[src/rtl/keypad_reader.sv]
// Four-key debounced keypad reader: synchronizes and debounces raw active-low buttons,
// reports press events through a 4-entry FIFO, and flags any press event that is lost.
module keypad_reader #(
    parameter int unsigned DEBOUNCE_CYCLES = 250000
) (
    input  logic       clk,
    input  logic       rst_n,
    input  logic [3:0] btn_n,
    output logic [3:0] keypresses,
    output logic [3:0] press_pulse,
    output logic       key_valid,
    output logic [1:0] key_code,
    input  logic       key_ready,
    input  logic       clr_ovf,
    output logic       overflow
);

    localparam int          CW   = 20;
    localparam logic [CW-1:0] LAST = CW'(DEBOUNCE_CYCLES - 1);

    logic [3:0]    sync1, sync2;
    logic [CW-1:0] cnt [4];
    logic [3:0]    toggle;

    logic [1:0]    mem [4];
    logic [1:0]    wr_ptr, rd_ptr;
    logic [2:0]    count;
    logic [3:0]    pending;
    logic [3:0]    pending_next;
    logic [3:0]    push_sel;
    logic [3:0]    drop;
    logic [1:0]    push_code;
    logic          pop, push, can_push;

    // The synchronizer carries the inverted (active-high) level, so its reset value
    // means "released" and a key held through reset is re-detected afterwards.
    always_comb begin
        // NOTE: every combinational output gets a default first so no latch is inferred.
        toggle = '0;
        for (int i = 0; i < 4; i++) begin
            toggle[i] = (sync2[i] != keypresses[i]) && (cnt[i] == LAST);
        end
    end

    always_ff @(posedge clk) begin
        if (!rst_n) begin
            sync1       <= '0;
            sync2       <= '0;
            keypresses  <= '0;
            press_pulse <= '0;
            for (int i = 0; i < 4; i++) cnt[i] <= '0;
        end else begin
            // NOTE: state registers use non-blocking assignments so every flop sees pre-edge values.
            sync1       <= ~btn_n;
            sync2       <= sync1;
            keypresses  <= keypresses ^ toggle;
            press_pulse <= toggle & ~keypresses;
            for (int i = 0; i < 4; i++) begin
                if (sync2[i] == keypresses[i] || toggle[i]) cnt[i] <= '0;
                else                                        cnt[i] <= cnt[i] + 1'b1;
            end
        end
    end

    // Lowest-index pending key wins the single push slot each cycle.
    always_comb begin
        push_code = 2'd0;
        for (int i = 3; i >= 0; i--) begin
            if (pending[i]) push_code = 2'(i);
        end
        push_sel     = pending & (~pending + 4'd1);
        key_valid    = (count != 3'd0);
        key_code     = key_valid ? mem[rd_ptr] : 2'd0;
        pop          = key_valid && key_ready;
        can_push     = (count != 3'd4) || pop;
        push         = can_push && (pending != 4'd0);
        drop         = press_pulse & pending;
        pending_next = (pending & ~(push ? push_sel : 4'd0)) | (press_pulse & ~pending);
    end

    always_ff @(posedge clk) begin
        if (!rst_n) begin
            wr_ptr   <= '0;
            rd_ptr   <= '0;
            count    <= '0;
            pending  <= '0;
            overflow <= 1'b0;
        end else begin
            pending <= pending_next;
            if (push) wr_ptr <= wr_ptr + 2'd1;
            if (pop)  rd_ptr <= rd_ptr + 2'd1;
            count <= count + {2'b00, push} - {2'b00, pop};
            if (drop != 4'd0) overflow <= 1'b1;
            else if (clr_ovf) overflow <= 1'b0;
        end
    end

    // NOTE: FIFO storage is not reset; key_code is masked by key_valid and pointers/count are reset.
    always_ff @(posedge clk) begin
        if (push) mem[wr_ptr] <= push_code;
    end

endmodule

[config.mk]
export PLATFORM = sky130hd
export DESIGN_NAME = keypad_reader
export DESIGN_NICKNAME = d
export VERILOG_FILES = /design/src/rtl/keypad_reader.sv
export SDC_FILE = /design/constraint.sdc
export NUM_CORES = 1
export LEC_CHECK = 0
export BUFFER_PORTS_ARGS = -buffer_cell sky130_fd_sc_hd__buf_2
export CAP_MARGIN = 0
export CORE_MARGIN = 1.5
export CORE_UTILIZATION = 25
export DETAILED_ROUTE_END_ITERATION = 10
export PLACE_DENSITY = 0.49
export REMOVE_ABC_BUFFERS = 1
export SLEW_MARGIN = 5
export SYNTH_ARGS = -nofsm -noshare
export SYNTH_HDL_FRONTEND = slang
export SYNTH_SLANG_ARGS = --single-unit
[constraint.sdc]
create_clock -name clk -period 3.3 [get_ports clk]
set_input_delay 0.495 -clock clk [delete_from_list [all_inputs] [get_ports clk]]
set_output_delay 0.495 -clock clk [all_outputs]
set_load 0.005 [all_outputs]
-- After elaboration in Yosys (flattened, before gate mapping)
Memory sizes are Yosys's and may differ from the RTL's. A register that Yosys moved wholly into a read port is not among the register bits.
Cells that the tools add are included.
- add/sub/neg operators: 9
- reduce and logical (&&, ||, !) cells: 15
- multiplexer cells: 45
- bitwise logic cells: 19
- equality and inequality tests: 13
- operators with widths (cell ; count):
    $mux 20 ; 8
    $add 20x1->20 const B ; 4
    $eq 20x18->1 const B ; 4
    $mux 1 ; 29
    $and 4x4->4 ; 5
    $not 4->4 ; 4
    $mux 2 ; 7
    $or 1x1->1 ; 8
    $reduce_bool 4->1 ; 2
    $logic_and 1x1->1 ; 6
    $logic_or 1x1->1 ; 5
    $add 2x1->2 const B ; 2
    $add 4x1->4 const B ; 1
    $eq 1x1->1 ; 4
    $mux 4 ; 1
    $ne 1x1->1 ; 4
    $or 4x4->4 ; 1
    $xor 4x4->4 ; 1
    $add 3x1->3 ; 1
    $ne 3x3->1 const B ; 1
    $reduce_bool 3->1 ; 1
    $sub 3x1->3 ; 1
    $reduce_bool 2->1 ; 1
- bits in writable memories: 88
- register bits after elaboration: 28
- word-level logic and storage cells: 112
- memories: 2
- memory list (memory ; depth ; width ; read ports ; clocked after Yosys merged registers in ; write ports ; line ; text):
    cnt ; 4 ; 20 ; 4 ; 0 ; 4 ; 22 ; logic [CW-1:0] cnt [4];
    mem ; 4 ; 2 ; 1 ; 1 ; 1 ; 25 ; logic [1:0] mem [4];

-- Logic depth before layout (Yosys ltp)
- depth in word-level cells: 8
- mapped depth: 12

-- Least setup slack after synthesis
OpenSTA, ideal clock, no wires.
- path type: input to register
- from: in key_ready
- to: reg count[2]
- stages: 11
- setup slack: 772 ps
- buffers on the path: 0
- arrival time: 2413 ps
- setup time: 115 ps
- cell sequence: nor4b_1 -> a21oi_1 -> inv_1 -> ha_1 -> inv_1 -> ha_1 -> inv_1 -> fa_1 -> xnor2_1 -> xnor2_1 -> and2_1
- cells in the longest elaborated chain, start to end: 5
- ends and longest elaborated chain (what ; line ; text):
    start: declaration ; 13 ; input logic key_ready,
    $logic_and 1x1->1 * ; 74 ; pop = key_valid && key_ready;
    $logic_or 1x1->1 ; 75 ; can_push = (count != 3'd4) || pop;
    $logic_and 1x1->1 ; 76 ; push = can_push && (pending != 4'd0);
    $add 3x1->3 ; 92 ; count <= count + {2'b00, push} - {2'b00, pop};
    $sub 3x1->3 * ; 92 ;
    end signal: assignment ; 92 ;
    end: declaration ; 27 ; logic [2:0] count;
Mark *: on every way between the ends. The rest lies on a longest branch, timed or not.
A chain may end at the register's enable or synchronous reset.

-- Final worst setup path
- from: reg count[1]
- to: reg count[2]
- cells in the longest elaborated chain, start to end: 6
- elaborated cells between the ends (all ways): 7
- ends and longest elaborated chain (what ; line ; text):
    $reduce_bool 3->1 ; 72 ; key_valid = (count != 3'd0);
    $logic_and 1x1->1 ; 74 ;
    $logic_or 1x1->1 ; 75 ;
    $logic_and 1x1->1 ; 76 ;
    $add 3x1->3 ; 92 ;
    $sub 3x1->3 * ; 92 ;
Marked as above.

==> qor.yml <==
fin_worst_hold_slack_ns: 0.218
async_reset_ff_frac: 0
status: "completed"
place_hpwl_um: 8070
postLayoutSetupSlackWorst_ns: 0.706
critical_path.cell_chain: "nor4b_1 -> buf_4 -> a21oi_1 -> inv_1 -> ha_1 -> inv_1 -> ha_1 -> inv_1 -> fa_1 -> xnor2_1 -> xnor2_1 -> and2_1"
cts_max_path_buffers: 2
report.final.slew_viol_count: 0
worst-slew-pin-transition_ns: 0.824
synth.cell_area_sq_um: 6010
ys_top_cells_by_count: "88 x sky130_fd_sc_hd__edfxtp_1, 88 x sky130_fd_sc_hd__nor2_1, 48 x sky130_fd_sc_hd__xnor2_1"
worstPathArrival_ns: 2.90
slowest_delay_ns: 0.42
fin_crit_ns: 2.59
layout.cells.non_filler: 999
fin_worst_skew_ns: 0.0117
max_freq_ghz: 0.386
detail_route.first_pass.iterations: 4
worst_skew_pair.late_latency_ns: 0.42
drive_above_1_share: 0.0897
endpoint_kind: "flop"
ys_warn_count: 0
largest_family_of_logic_cells_by_synthesized_area: "simple AND/OR/NAND/NOR gates"
fp.coreArea_sq_um: 23500
post-route-drc-count: 0
power_leakage_uw: 0.00254
synth.top_cells.by_area: "sky130_fd_sc_hd__edfxtp_1 44%, sky130_fd_sc_hd__dfxtp_1 10%, sky130_fd_sc_hd__xnor2_1 7.0%, sky130_fd_sc_hd__nor2_1 5.5%, sky130_fd_sc_hd__xor2_1 2.8%"
number_of_cts_inserted_buffers: 17
holdCritPathClass: "primary input to flop"
postSynthAreaPerCell_sq_um: 10.8
power.density_nw_per_um2: 537
detail_route.wl_per_cell_um: 11.7
synth-edff-count: 88
place.gp.congestion: 0.741
cts.reportedPaths.clkPinSlew_ns: 0.06
root_buffer: "sky130_fd_sc_hd__clkbuf_16"
synth_compound_area_frac: 0.0421
nNetsFinal: 686
fp.dieArea_sq_um: 25000
ctsHoldBuffers: 0
clock-sinks: 118
rsz_0062_raised_after_global_routing: "false"
grt_max_degree: 25
synthCells: 558
synth_unique_cells: 51
synth_ff_type: "sky130_fd_sc_hd__edfxtp_1"
cell_type_of_the_slowest_stage_on_the_worst_timing_path: "sky130_fd_sc_hd__dfxtp_1"
diodes: 0
drt_first_iter_violations: 230
synth_mux_area_frac: 0.0192
final_core_utilization: 0.313
gr-usage-all-layers: 0.101
synth_seq_area_share: 0.540
floorplan.rows: 56
synth_fa_ha_area_frac: 0.0242
initial_antenna_violation_count: 0
synth_area_in_xor_xnor: 0.0976
cts_htree_levels: 4
post-synth-top-area-fraction: 0.440
wire_length_of_the_first_global_routing_pass_um: 19500
max_cap_violations: 0
dr_total_vias: 4204
cts_tree: "yes"
first_global_vias: 3901
vdd_ir_drop_max_uv: 250
route.detailed.vias_per_inst: 4.21
globalRoute.totalOverflow: 0
setup_viol: 0
fin_tns_setup_ns: 0
ant_nets: 0
place.port_buffers: 19
top_cell_type_by_total_area_after_synthesis: "sky130_fd_sc_hd__edfxtp_1"
timing.slew.headroom: 0.451
fillCellCount: 2485
areaGrowthSynthToFinish_pct: 22.7
cts_repair_resize_count: 0
startpoint_type: "flop"
post_route_wl_um: 11600
pre_cts_ws_ns: 0.559
dp_cells: 967
crit_path_frequent_cell: "sky130_fd_sc_hd__inv_1"
synth-seq-cells: 118
dieHeight_um: 158
critical_path_class: "flop to flop"
initial_utilization: 0.255
setup_buffers_after_cts: 0
synth_simple_gate_area_share: 0.254
crit_path_max_fanout: 7
timing.final.hold_violations: 0
fin_crit_sh: 0.786
worst_ep_required_time_ns: 3.61
pin_count: 20
die_width_um: 158
flip-flops by register name (all words and copies together), names as in the netlist, named ones only:
name         flops
wr_ptr           2
rd_ptr           2
mem              8
sync1            4
sync2            4
press_pulse      4
overflow         1
cnt             80
pending          4
count            3
through the flow:
stage	power, uW	area, sq um
global placement	2070	6780
floorplan	1980	6240
global route	4130	7370
detailed placement	2070	6780
CTS	4000	7370
finish	3960	7370
area by class of cell:
cell class | count | area (sq um) | area share
clock buffers | 21 | 440 | 0.0597
multi-input cells | 487 | 2930 | 0.397
flip-flops and latches | 118 | 3240 | 0.440
clock inverters | 11 | 156 | 0.0212
repair buffers | 24 | 133 | 0.0180
inverters | 19 | 71.3 | 0.00967
well taps | 319 | 399 | 0.0541
layer usage:
metal | vias to the layer above | global-route usage | wire [um]
met3 | 15 | 0.0337 | 475
li1 | 2187 | - | -
met5 | - | 0 | 0
met4 | 0 | 0.0347 | 153
met1 | 1942 | 0.134 | 5790
met2 | 60 | 0.153 | 5220
worst paths after layout:
check | from | to | slack (ns) | cells past startpoint
worst max register to register | count[1]$_SDFF_PN0_ | count[2]$_SDFF_PN0_ | 0.71 | 12
worst min-delay path | btn_n[1] | sync1[1]$_SDFF_PN0_ | 0.22 | 2
worst min register to register | sync1[0]$_SDFF_PN0_ | sync2[0]$_SDFF_PN0_ | 0.44 | 1
worst max-delay path | count[1]$_SDFF_PN0_ | count[2]$_SDFF_PN0_ | 0.71 | 12
report_power, final:
group          switching, uW  internal, uW  leakage (uW)
Sequential              83.5          1670       0.00112
Clock                    664          1250      0.000284
Combinational            136           149       0.00113
worst max-delay path, delay by kind of cell (launching register included):
kind / cells / cell delay (ns)
simple gates: 2 / 0.24
xor+xnor: 2 / 0.27
compound gates: 1 / 0.42
buf+inv: 4 / 0.35
flops: 1 / 0.42
fa+ha+maj: 3 / 0.79
logic make-up (layout without fill, tap and decap cells):
logic type	after synthesis	in the layout
and+or+nand+nor	284	284
buffers and inverters	32	75
xor gates and xnor gates	67	67
AOI/OAI and AO/OA	36	36
adders and majority gates	11	11
muxes	9	9
other	1	80
DFF	118	118
placed cells by master, fill, tap and decap left out, types with 21 or more instances in the layout:
master                     instances
sky130_fd_sc_hd__dfxtp_1          30
sky130_fd_sc_hd__nand3_1          27
sky130_fd_sc_hd__xnor2_1          48
sky130_fd_sc_hd__nand2_1          23
sky130_fd_sc_hd__nor2_1           88
sky130_fd_sc_hd__nand4_1          25
sky130_fd_sc_hd__and2_1           21
sky130_fd_sc_hd__edfxtp_1         88
sky130_fd_sc_hd__conb_1           80
sky130_fd_sc_hd__nor3_1           26
No activity file was read; power rests on OpenSTA's default activity.
